<file path="src/rtl/tag_hop_scheduler.sv">
// Frequency-hop schedule sequencer: latches a bit vector, aligns to the DCO clock, emits one hop per bit.
// Optional pilot hop before data hop 0 when TAG_HOP_PILOT_EN is defined.
module tag_hop_scheduler #(
    parameter int PHASE_WIDTH   = 24,
    parameter int TX_BITS_WIDTH = 128,
    parameter int BIT_CNT_WIDTH = 7,
    parameter int HOP_LEN       = 8192,
    parameter int BASE_PH_INC   = 4096,
    parameter int HOP_STEP      = 256,
    parameter int BIT_OFFSET    = 128,
    parameter int PILOT_PH_INC  = 4096
) (
    input  logic                     clk,
    input  logic                     reset,
    input  logic                     start,
    input  logic                     abort,
    input  logic [TX_BITS_WIDTH-1:0] tx_bits,
    input  logic [BIT_CNT_WIDTH-1:0] ntx_bits,
    input  logic                     dco_clk_in,
    output logic [PHASE_WIDTH-1:0]   hop_ph_inc,
    output logic [BIT_CNT_WIDTH-1:0] nhop,
    output logic                     hop_clk,
    output logic                     hop_rst,
    output logic                     busy,
    output logic                     done
);

    localparam int CNT_W = $clog2(HOP_LEN);
    localparam logic [CNT_W-1:0] CNT_LAST = CNT_W'(HOP_LEN - 1);
    localparam logic [CNT_W-1:0] CNT_HALF = CNT_W'(HOP_LEN / 2);
`ifdef TAG_HOP_PILOT_EN
    localparam bit PILOT_EN = 1'b1;
`else
    localparam bit PILOT_EN = 1'b0;
`endif

    typedef enum logic [1:0] {IDLE, WAIT_SYNC, HOP, DONE} state_t;

    state_t                   state_q, state_d;
    logic [CNT_W-1:0]         cnt_q, cnt_d;
    logic [BIT_CNT_WIDTH-1:0] idx_q, idx_d;
    logic                     pilot_q, pilot_d;
    logic                     latch_en;
    logic [TX_BITS_WIDTH-1:0] tx_q;
    logic [BIT_CNT_WIDTH-1:0] ntx_q;
    logic [2:0]               dco_sync;
    logic                     dco_edge;
    logic [PHASE_WIDTH-1:0]   ph_d;

    // Two synchronizer flops, one history flop, registered rising-edge detect.
    always_ff @(posedge clk) begin
        if (reset) begin
            dco_sync <= '0;
            dco_edge <= 1'b0;
        end else begin
            // NOTE: non-blocking assignments keep every flop sampling the pre-edge values.
            dco_sync <= {dco_sync[1:0], dco_clk_in};
            dco_edge <= dco_sync[1] & ~dco_sync[2];
        end
    end

    always_comb begin
        // NOTE: defaults first so no path leaves a variable unassigned (no latches).
        state_d  = state_q;
        cnt_d    = cnt_q;
        idx_d    = idx_q;
        pilot_d  = pilot_q;
        latch_en = 1'b0;
        if (abort) begin
            state_d = IDLE;
            cnt_d   = '0;
            idx_d   = '0;
            pilot_d = 1'b0;
        end else begin
            unique case (state_q)
                IDLE: begin
                    cnt_d   = '0;
                    idx_d   = '0;
                    pilot_d = 1'b0;
                    if (start) begin
                        latch_en = 1'b1;
                        state_d  = (ntx_bits == '0 && !PILOT_EN) ? DONE : WAIT_SYNC;
                    end
                end
                WAIT_SYNC: begin
                    if (dco_edge) begin
                        state_d = HOP;
                        cnt_d   = '0;
                        idx_d   = '0;
                        pilot_d = PILOT_EN;
                    end
                end
                HOP: begin
                    if (cnt_q == CNT_LAST) begin
                        cnt_d = '0;
                        if (pilot_q) begin
                            pilot_d = 1'b0;
                            if (ntx_q == '0) state_d = DONE;
                        end else if (idx_q == ntx_q - BIT_CNT_WIDTH'(1)) begin
                            state_d = DONE;
                        end else begin
                            idx_d = idx_q + BIT_CNT_WIDTH'(1);
                        end
                    end else begin
                        cnt_d = cnt_q + CNT_W'(1);
                    end
                end
                DONE:    state_d = IDLE;
                default: state_d = IDLE;
            endcase
        end
    end

    // Phase for the hop that starts next cycle; wraps modulo 2^PHASE_WIDTH.
    always_comb begin
        ph_d = PHASE_WIDTH'(BASE_PH_INC) + PHASE_WIDTH'(idx_d) * PHASE_WIDTH'(HOP_STEP)
             + (tx_q[idx_d] ? PHASE_WIDTH'(BIT_OFFSET) : '0);
    end

    always_ff @(posedge clk) begin
        if (reset) begin
            state_q <= IDLE;
            cnt_q   <= '0;
            idx_q   <= '0;
            pilot_q <= 1'b0;
        end else begin
            state_q <= state_d;
            cnt_q   <= cnt_d;
            idx_q   <= idx_d;
            pilot_q <= pilot_d;
        end
    end

    // NOTE: latched payload needs no reset; it is only read after an accepted start.
    always_ff @(posedge clk) begin
        if (latch_en) begin
            tx_q  <= tx_bits;
            ntx_q <= ntx_bits;
        end
    end

    // Outputs registered from next-state so they line up with the state they describe.
    always_ff @(posedge clk) begin
        if (reset) begin
            hop_ph_inc <= '0;
            nhop       <= '0;
            hop_clk    <= 1'b0;
            hop_rst    <= 1'b0;
            busy       <= 1'b0;
            done       <= 1'b0;
        end else begin
            busy    <= (state_d != IDLE);
            done    <= (state_d == DONE);
            hop_rst <= (state_d == HOP) && (cnt_d == '0);
            hop_clk <= (state_d == HOP) && (cnt_d < CNT_HALF);
            nhop    <= (state_d == HOP) ? idx_d : '0;
            if (state_d != HOP)
                hop_ph_inc <= '0;
            else if (pilot_d)
                hop_ph_inc <= PHASE_WIDTH'(PILOT_PH_INC);
            else
                hop_ph_inc <= ph_d;
        end
    end

endmodule

</file>
<file path="config.mk">
export PLATFORM = sky130hd
export DESIGN_NAME = tag_hop_scheduler
export DESIGN_NICKNAME = d
export VERILOG_FILES = /design/src/rtl/tag_hop_scheduler.sv
export SDC_FILE = /design/constraint.sdc
export NUM_CORES = 1
export LEC_CHECK = 0
export CAP_MARGIN = 5
export CORE_ASPECT_RATIO = 1.5
export CORE_MARGIN = 3
export CORE_UTILIZATION = 48
export DETAILED_ROUTE_END_ITERATION = 10
export PLACE_DENSITY = 0.77
export SYNTH_ARGS = -nofsm -noshare
export SYNTH_HDL_FRONTEND = slang
export SYNTH_SLANG_ARGS = --single-unit
</file>
<file path="constraint.sdc">
create_clock -name clk -period 25.8 [get_ports clk]
set_input_delay 5.16 -clock clk [delete_from_list [all_inputs] [get_ports clk]]
set_output_delay 5.16 -clock clk [all_outputs]
set_load 0.02 [all_outputs]
</file>
==> flow_summary.yaml, run 1 <==
status:
  status: "finished clean"
setup_path:
  start_kind: "input pin"
  cp.arrival_ns: 8.02
  critPathBufInv: 3
  end_kind: "flop"
  crit_required_ns: 26.07
  critical_path.max_fanout: 50
  cp_slowest_stage_delay_ns: 0.59
  critPathTopFamily: "buffers and inverters"
  crit_chain: "clkdlybuf4s50_1 -> buf_4 -> inv_1 -> nand2b_4 -> mux4_2 -> mux2i_1 -> o21ai_0 -> o311ai_1 -> o31a_1 -> a211oi_2"
  path_class: "input pin to flop"
  cp_slowest_cell: "mux4_2"
routing:
  vias_per_cell: 5.638
  drt_pre_antenna_iters: 5
  drc: 0
  ant_nets: 0
  wl_microns: 19340
  wire_per_inst_microns: 19.44
  first_iter_violations: 456
  vias: 5610
layout:
  synthToLayoutAreaGrowth_pct: 29.45
  seq_area_sq_um: 4995
  fin_nets: 924
  n_antenna_cell: 0
  fin_area_sq_um: 10040
  drive_gt1_share_pct: 8.586
  most-common-layout-cells: "clkdlybuf4s50_1, edfxtp_1, nand2_1, nor2_1, dfxtp_1"
  layout_commonest_cell: "clkdlybuf4s50_1"
  multi_input_area_sq_um: 2536
  fillers: 1166
synthesis:
  synthArstFlopShare_pct: 0
  ys_seq_area_share_pct: 64.38
  synthSimpleGateAreaFrac_pct: 14.01
  muxShareOfSynthArea_pct: 5.031
  synth.top_cell.area_share_pct: 52.25
  synth_seq_cells: 182
  synthTopCellsByArea: "edfxtp_1, dfxtp_1, nand2_1"
  synth_edf_count: 135
  synth_compound_area_share_pct: 10.71
  synth_top_family_by_area: "simple AND/OR/NAND/NOR gates"
  ys_types: 68
  synthCells: 622
  syn_avg_cell_area_sq_um: 12.47
  ys.flop_type: "edfxtp_1"
  synth_fa_ha_area_share_pct: 0.8063
  yosysWarnings: 0
  syn_area_sq_um: 7759
  yosysTopAreaCell: "edfxtp_1"
  synth_xor_xnor_area_share_pct: 1.226
timing:
  finClkSkew_ns: 0.01187
  min_period_ns: 7.748
  whs_ns: 0.3981
  report.final.hold_viol_count: 0
  worst_pin_slew_ns: 0.9953
  setup_tns_ns: 0
  setup_violations: 0
  drv_slew: 0
  rsz0062_at_grt: "false"
  fin_ws_ns: 18.05
  period_share_pct: 30.03
  fmax_ghz: 0.1291
  slew_headroom_pct: 33.25
hold_path:
  hp-class: "flop to flop"
placed_design:
  place_ws_ns: 17.66
  place_hpwl_microns: 14100
  port_buffers: 159
  globalplace.congestion: 0.8963
  dpl_cell_area_sq_um: 9448
die:
  rows: 56
  coreArea_sq_um: 15770
  die_x_microns: 109.8
  dieArea_sq_um: 17760
  num_io_pins: 175
  start_util_pct: 49.21
  die_y_microns: 161.7
power:
  powerDensity_nw_per_um2: 63.04
  clkPwrFrac_pct: 41.2
  combPwrFrac_pct: 6.6
  p_leak_nw: 3.548
  p_int_mw: 0.4958
  seqPwrFrac_pct: 52.2
  switching_share_pct: 21.69
  vdd_ir_drop_max_uv: 48.75
  p_switching_mw: 0.1373
clocking:
  cts_tree: "yes"
  cts_resized: 0
  clk_latency_ns: 0.43
  path_clk_slew_ns: 0.07
  numCtsBuffers: 17
  cts-root-buf: "clkbuf_16"
  max-clock-path-buffers: 2
  hold_buffers: 0
  h-tree-depth: 4
  clkSinkCount: 182
  post_cts_buffers: 0
run:
  maxCapViolCount: 0
global_route:
  grt_pass1_wl_microns: 29860
  antenna_found_initial: 0
  track_usage_pct: 22.30
  first_global_vias: 5830
  grt-ovfl-total: 0
  grt_max_degree: 69
[power by group through the flow]
stage,combinational [mW],sequential (mW),clock (mW)
6_report,0.0418,0.331,0.261
5_1_grt,0.0448,0.331,0.277
4_1_cts,0.0418,0.331,0.263
3_5_place_dp,0.0416,0.337,0
3_3_place_gp,0.0409,0.336,0
2_1_floorplan,0.0165,0.340,0
[per-layer routing]
metal / track usage (%) / vias up / share of wire, %
met5: 0 / - / 0
met4: 9.529 / 0 / 3.7
met3: 4.533 / 47 / 5.2
met2: 40.41 / 243 / 56
met1: 24.76 / 2705 / 35
li1: - / 2615 / -
[state kept, by name, summed over array words and instances, names as in the netlist]
name and cells:
tx_q 128, cnt_q 13, hop_ph_inc 9, idx_q 7, nhop 7, ntx_q 7, dco_sync 3, state_q 2
busy 1, dco_edge 1, done 1, hop_clk 1, hop_rst 1, pilot_q 1
[logic make-up (layout without fill, tap and decap cells)]
logic type | Yosys count | count (layout)
flip-flops | 182 | 182
buffers and inverters | 50 | 206
AO/OA/AOI/OAI | 124 | 124
multiplexers | 27 | 27
XOR/XNOR | 10 | 10
other | 1 | 15
adder cells (fa/ha/maj) | 5 | 5
AND/OR/NAND/NOR | 223 | 223
[path summary, 6_finish.rpt]
check,startpoint,end,slack [ns],cells past startpoint
setup / recovery,abort,hop_ph_inc[7],18.05,10
setup reg to reg,state_q[1],hop_ph_inc[7],21.40,12
hold reg to reg,dco_sync[2],dco_edge,0.40,1
hold / removal,dco_sync[2],dco_edge,0.40,1
[per-stage QoR]
stage,std cells,total power [mW],utilization (%)
3_5_place_dp,963,0.3787,59.93
5_1_grt,995,0.6535,63.71
2_1_floorplan,636,0.3560,-
6_report,995,0.6332,63.71
3_3_place_gp,963,0.3774,59.93
4_1_cts,995,0.6359,63.71
[cell usage after synthesis, types with 8 or more instances]
cell and number:
inv_1 11, nand4_1 10, a21oi_1 40, mux2i_1 12
edfxtp_1 135, buf_4 16, and3_1 9, mux4_2 9
a22oi_1 8, nor2_1 54, nor2b_1 9, nand2_1 79
nor4_1 8, nor3_1 17, nand3_1 10, dfxtp_1 47
o21ai_0 25, clkbuf_1 13, a211oi_1 8
[final cells by class]
cell class                      instances  share of cell area [%]
Tap cell                              203                   2.529
Clock buffer                           18                   4.273
Clock inverter                         14                   1.657
Inverter                               11                  0.4111
Sequential cell                       182                   49.73
Timing Repair Buffer                  163                   16.15
Multi-Input combinational cell        404                   25.25
(Power assumes the default switching activity.)
==> run 2, diff against run 1 <==
- clock period: 25.8 -> 8.1 ns (I/O delays scaled with it)
==> run 2 against run 1 <==
- via count up 0.36%
- core utilization barely moved
- routed wire length down 1.4%
- first-iteration DRC count is 18% lower
- die area is the same
- cell count is the same
- critical path depth up 2
- worst setup slack got worse by 14 ns
- clock power grew to 3.1 times the previous value
==> flow_summary.yaml, run 2 (synthesis results as in run 1) <==
power:
  powerDensity_nw_per_um2: 198.8
  vdd_ir_drop_max_uv: 173.7
  total_power_mw: 1.998
  p_leak_nw: 3.551
run:
  maxCapViolCount: 0
routing:
  wl_microns: 19080
  wire_per_inst_microns: 19.17
  drc: 0
  first_iter_violations: 374
  ant_nets: 0
  vias_per_cell: 5.658
  vias: 5630
  drt_pre_antenna_iters: 5
setup_path:
  crit_required_ns: 8.45
  cp_slowest_stage_delay_ns: 0.83
  start_kind: "flop"
  end_kind: "flop"
  critical_path.max_fanout: 45
  cp_slowest_cell: "nor2_4"
  path_class: "flop to flop"
  cp.arrival_ns: 4.78
  crit_chain: "inv_1 -> nor2_1 -> nand2_1 -> a311oi_1 -> nor3_1 -> nor2_4 -> a211oi_1 -> or4_1 -> nand4_1 -> o311ai_1 -> o31a_1 -> a211oi_2"
layout:
  largest_reg_flops: 128
  drive_gt1_share_pct: 8.712
  top_register: "tx_q"
  fin_nets: 925
  layout_commonest_cell: "clkdlybuf4s50_1"
  most-common-layout-cells: "clkdlybuf4s50_1, edfxtp_1, nand2_1, nor2_1, dfxtp_1"
  largestRegisters: "tx_q x128, cnt_q x13, hop_ph_inc x9"
  synthToLayoutAreaGrowth_pct: 29.53
  n_antenna_cell: 0
  fin_util_pct: 63.75
  instances_no_fill: 995
placed_design:
  place_ws_ns: 3.431
  place_hpwl_microns: 14130
  port_buffers: 159
  placed_cells: 964
  globalplace.congestion: 0.8670
timing:
  period_share_pct: 54.69
  report.final.hold_viol_count: 0
  slew_headroom_pct: 30.48
  min_period_ns: 4.430
  finClkSkew_ns: 0.009753
  fmax_ghz: 0.2257
  rsz0062_at_grt: "false"
  setup_tns_ns: 0
  worst_pin_slew_ns: 1.040
  drv_slew: 0
  setup_violations: 0
  fin_ws_ns: 3.670
clocking:
  clkSinkCount: 182
  max-clock-path-buffers: 2
  cts_resized: 0
  post_cts_buffers: 0
  cts_tree: "yes"
  clk_latency_ns: 0.43
  path_clk_slew_ns: 0.07
  cts-root-buf: "clkbuf_16"
  numCtsBuffers: 17
  h-tree-depth: 4
  hold_buffers: 0
global_route:
  antenna_found_initial: 0
  grt_pass1_wl_microns: 29230
  track_usage_pct: 21.94
  grt_max_degree: 71
  grt-ovfl-total: 0
  first_global_vias: 5751
die:
  rows: 56
  num_io_pins: 175
  die_y_microns: 161.7
  die_x_microns: 109.8
  coreArea_sq_um: 15770
  dieArea_sq_um: 17760
  start_util_pct: 49.21
status:
  status: "finished clean"
hold_path:
  hp-class: "flop to flop"
==> run 2: layer usage <==
metal	up-vias	track usage (%)	share of wire, %
li1	2612	-	-
met1	2698	23.53	35
met2	264	39.39	55
met3	56	4.573	5.6
met4	0	11.74	4.4
met5	-	0	0
==> run 2: layout make-up <==
type / instances / area, sq um
timing repair buffer: 164 / 1629
sequential: 182 / 4995
clock inverter: 14 / 160.2
inverter: 11 / 41.29
tap: 203 / 254.0
clock buffer: 17 / 425.4
fill: 1191 / 5715
multi-input combinational: 404 / 2545
==> run 2: critical path: cells and delay by family (launching register included) <==
family | cells | cell delay (ns)
simple gates | 6 | 2.43
compound gates | 5 | 1.10
flops | 1 | 0.64
buf+inv | 1 | 0.17
==> run 2: power by group <==
group	total (mW)	switching [mW]	internal [mW]
registers	1.05	0.0130	1.04
clock network	0.811	0.375	0.437
logic	0.134	0.0577	0.0760
total	2.00	0.445	1.55
==> run 2: worst paths after layout <==
check	startpoint	endpoint	slack, ns	depth (start not counted)
max	state_q[1]	hop_ph_inc[7]	3.67	12
max reg2reg	state_q[1]	hop_ph_inc[7]	3.67	12
min reg2reg	dco_sync[2]	dco_edge	0.39	1
min	dco_sync[2]	dco_edge	0.39	1
==> run 2: per-stage QoR <==
stage | hold WS, ns | area, sq um
finish | 0.3942 | 10050
global route | 0.4161 | 10050
CTS | 0.3988 | 10050
detailed placement | 0.3924 | 9464
global placement | 0.3783 | 9464
floorplan | 0.3674 | 7826
==> run 3, diff against run 2 <==
- CORE_UTILIZATION: 48 -> 46
- clock period: 8.1 -> 3.6 ns (I/O delays scaled with it)
==> run 3 against run 2 <==
- hold slack got worse by 0.0016 ns
- first-iteration DRC count decreased by 3.7%
- clock-buffer cell count rose by 1
- via count up 2.7%
- routed wire length is 5.1% higher
- register-to-register slack worse by 3.6 ns
- maximum frequency rose by 25%
==> flow_summary.yaml, run 3 (synthesis results as in run 1) <==
die:
  rows: 57
  start_util_pct: 47.30
  num_io_pins: 175
  dieArea_sq_um: 18490
  die_x_microns: 112.0
  die_y_microns: 165.1
  coreArea_sq_um: 16400
layout:
  fillers: 1202
  layout_commonest_cell: "clkdlybuf4s50_1"
  fin_area_sq_um: 10540
  fin_util_pct: 64.27
  largest_reg_flops: 128
  largestRegisters: "tx_q x128, cnt_q x13, hop_ph_inc x9"
  most-common-layout-cells: "clkdlybuf4s50_1, edfxtp_1, nand2_1, nor2_1, buf_4"
  synthToLayoutAreaGrowth_pct: 35.88
  fin_nets: 974
  top_register: "tx_q"
  drive_gt1_share_pct: 15.56
routing:
  vias: 5784
  vias_per_cell: 5.509
  wl_microns: 20040
  drc: 0
  first_iter_violations: 360
  ant_nets: 0
  wire_per_inst_microns: 19.09
  drt_pre_antenna_iters: 5
power:
  total_power_mw: 4.452
  p_leak_nw: 3.797
  powerDensity_nw_per_um2: 422.3
  vdd_ir_drop_max_uv: 337.0
clocking:
  numCtsBuffers: 17
  cts-root-buf: "clkbuf_16"
  max-clock-path-buffers: 2
  path_clk_slew_ns: 0.07
  hold_buffers: 0
  h-tree-depth: 4
  clk_latency_ns: 0.43
  cts_tree: "yes"
  clkSinkCount: 182
run:
  maxCapViolCount: 0
timing:
  finClkSkew_ns: 0.009708
  min_period_ns: 3.558
  worst_pin_slew_ns: 0.7682
  setup_tns_ns: 0
  period_share_pct: 98.83
  report.final.hold_viol_count: 0
  rsz0062_at_grt: "true"
  setup_violations: 0
  drv_slew: 0
  slew_headroom_pct: 48.79
  fmax_ghz: 0.2811
setup_path:
  end_kind: "flop"
  cp.arrival_ns: 3.84
  start_kind: "flop"
  crit_required_ns: 3.88
  path_class: "flop to flop"
  critical_path.max_fanout: 6
placed_design:
  dpl_cell_area_sq_um: 9708
  place_hpwl_microns: 14710
  globalplace.congestion: 0.8891
  port_buffers: 159
hold_path:
  hp-class: "flop to flop"
status:
  status: "finished clean"
global_route:
  first_global_vias: 5892
  grt_max_degree: 136
  grt_pass1_wl_microns: 30170
  grt-ovfl-total: 0
  antenna_found_initial: 2
  track_usage_pct: 21.30
==> run 3: final cells by class <==
type / instances / area [sq um] / area share [%]
clock buffers: 18 / 429.2 / 4.071
repair buffers: 212 / 2024 / 19.20
multi-input cells: 405 / 2651 / 25.15
inverters: 11 / 41.29 / 0.3916
diodes: 2 / 5.005 / 0.04747
clock inverters: 14 / 137.6 / 1.305
well taps: 206 / 257.7 / 2.445
flip-flops and latches: 182 / 4996 / 47.39
==> run 3: path summary, 6_finish.rpt <==
| check | slack (ns) | from | depth (start not counted) | end |
|---|---|---|---|---|
| setup / recovery | 0.04 | ntx_q[1] | 15 | hop_ph_inc[7] |
| hold / removal | 0.39 | dco_sync[2] | 1 | dco_edge |
| setup reg to reg | 0.04 | ntx_q[1] | 15 | hop_ph_inc[7] |
| hold reg to reg | 0.39 | dco_sync[2] | 1 | dco_edge |
==> run 3: per-layer routing <==
metal  vias to the layer above  GRT usage (%)  part of all wire, %  wire [microns]
met5                         -              0                    0               0
met2                       240          39.63                   55           11120
li1                       2723              -                    -               -
met4                         0          12.25                  4.5             911
met1                      2761          22.30                   35            7058
met3                        60          4.156                  4.8             954
==> run 3: critical path: stages (launching register included) <==
cell and delay, ns:
edfxtp_1 0.42, inv_2 0.10, ha_4 0.16, nand2_1 0.07
o211a_1 0.27, o31a_1 0.39, a32oi_2 0.26, o211ai_4 0.12
buf_4 0.16, nand2b_2 0.25, mux4_2 0.45, a22oi_1 0.17
nand4_1 0.14, o311ai_1 0.12, o31a_1 0.24, a211oi_2 0.08
==> run 3: where the power goes <==
group / switching [mW] / internal [mW] / total [mW]
sequential: 0.0272 / 2.34 / 2.37
clock: 0.849 / 0.917 / 1.77
combinational: 0.137 / 0.183 / 0.320
==> run 3: per-stage QoR <==
step | worst slack, ns | hold slack (ns) | std cells
after floorplan | -2.138 | 0.3674 | 636
after global placement | 0.1063 | 0.3766 | 994
after detailed placement | -0.05907 | 0.3894 | 994
final | 0.04229 | 0.3926 | 1050
after global routing | -0.08216 | 0.4144 | 1050
after CTS | 0.01794 | 0.3993 | 1028
==> run 3: repair_timing <==
item                                    CTS  global route
pin swaps                                 2            16
gates resized for setup                   3            16
endpoints found under the setup margin    1             1
cloned                                    0             1
setup buffers                             2            19
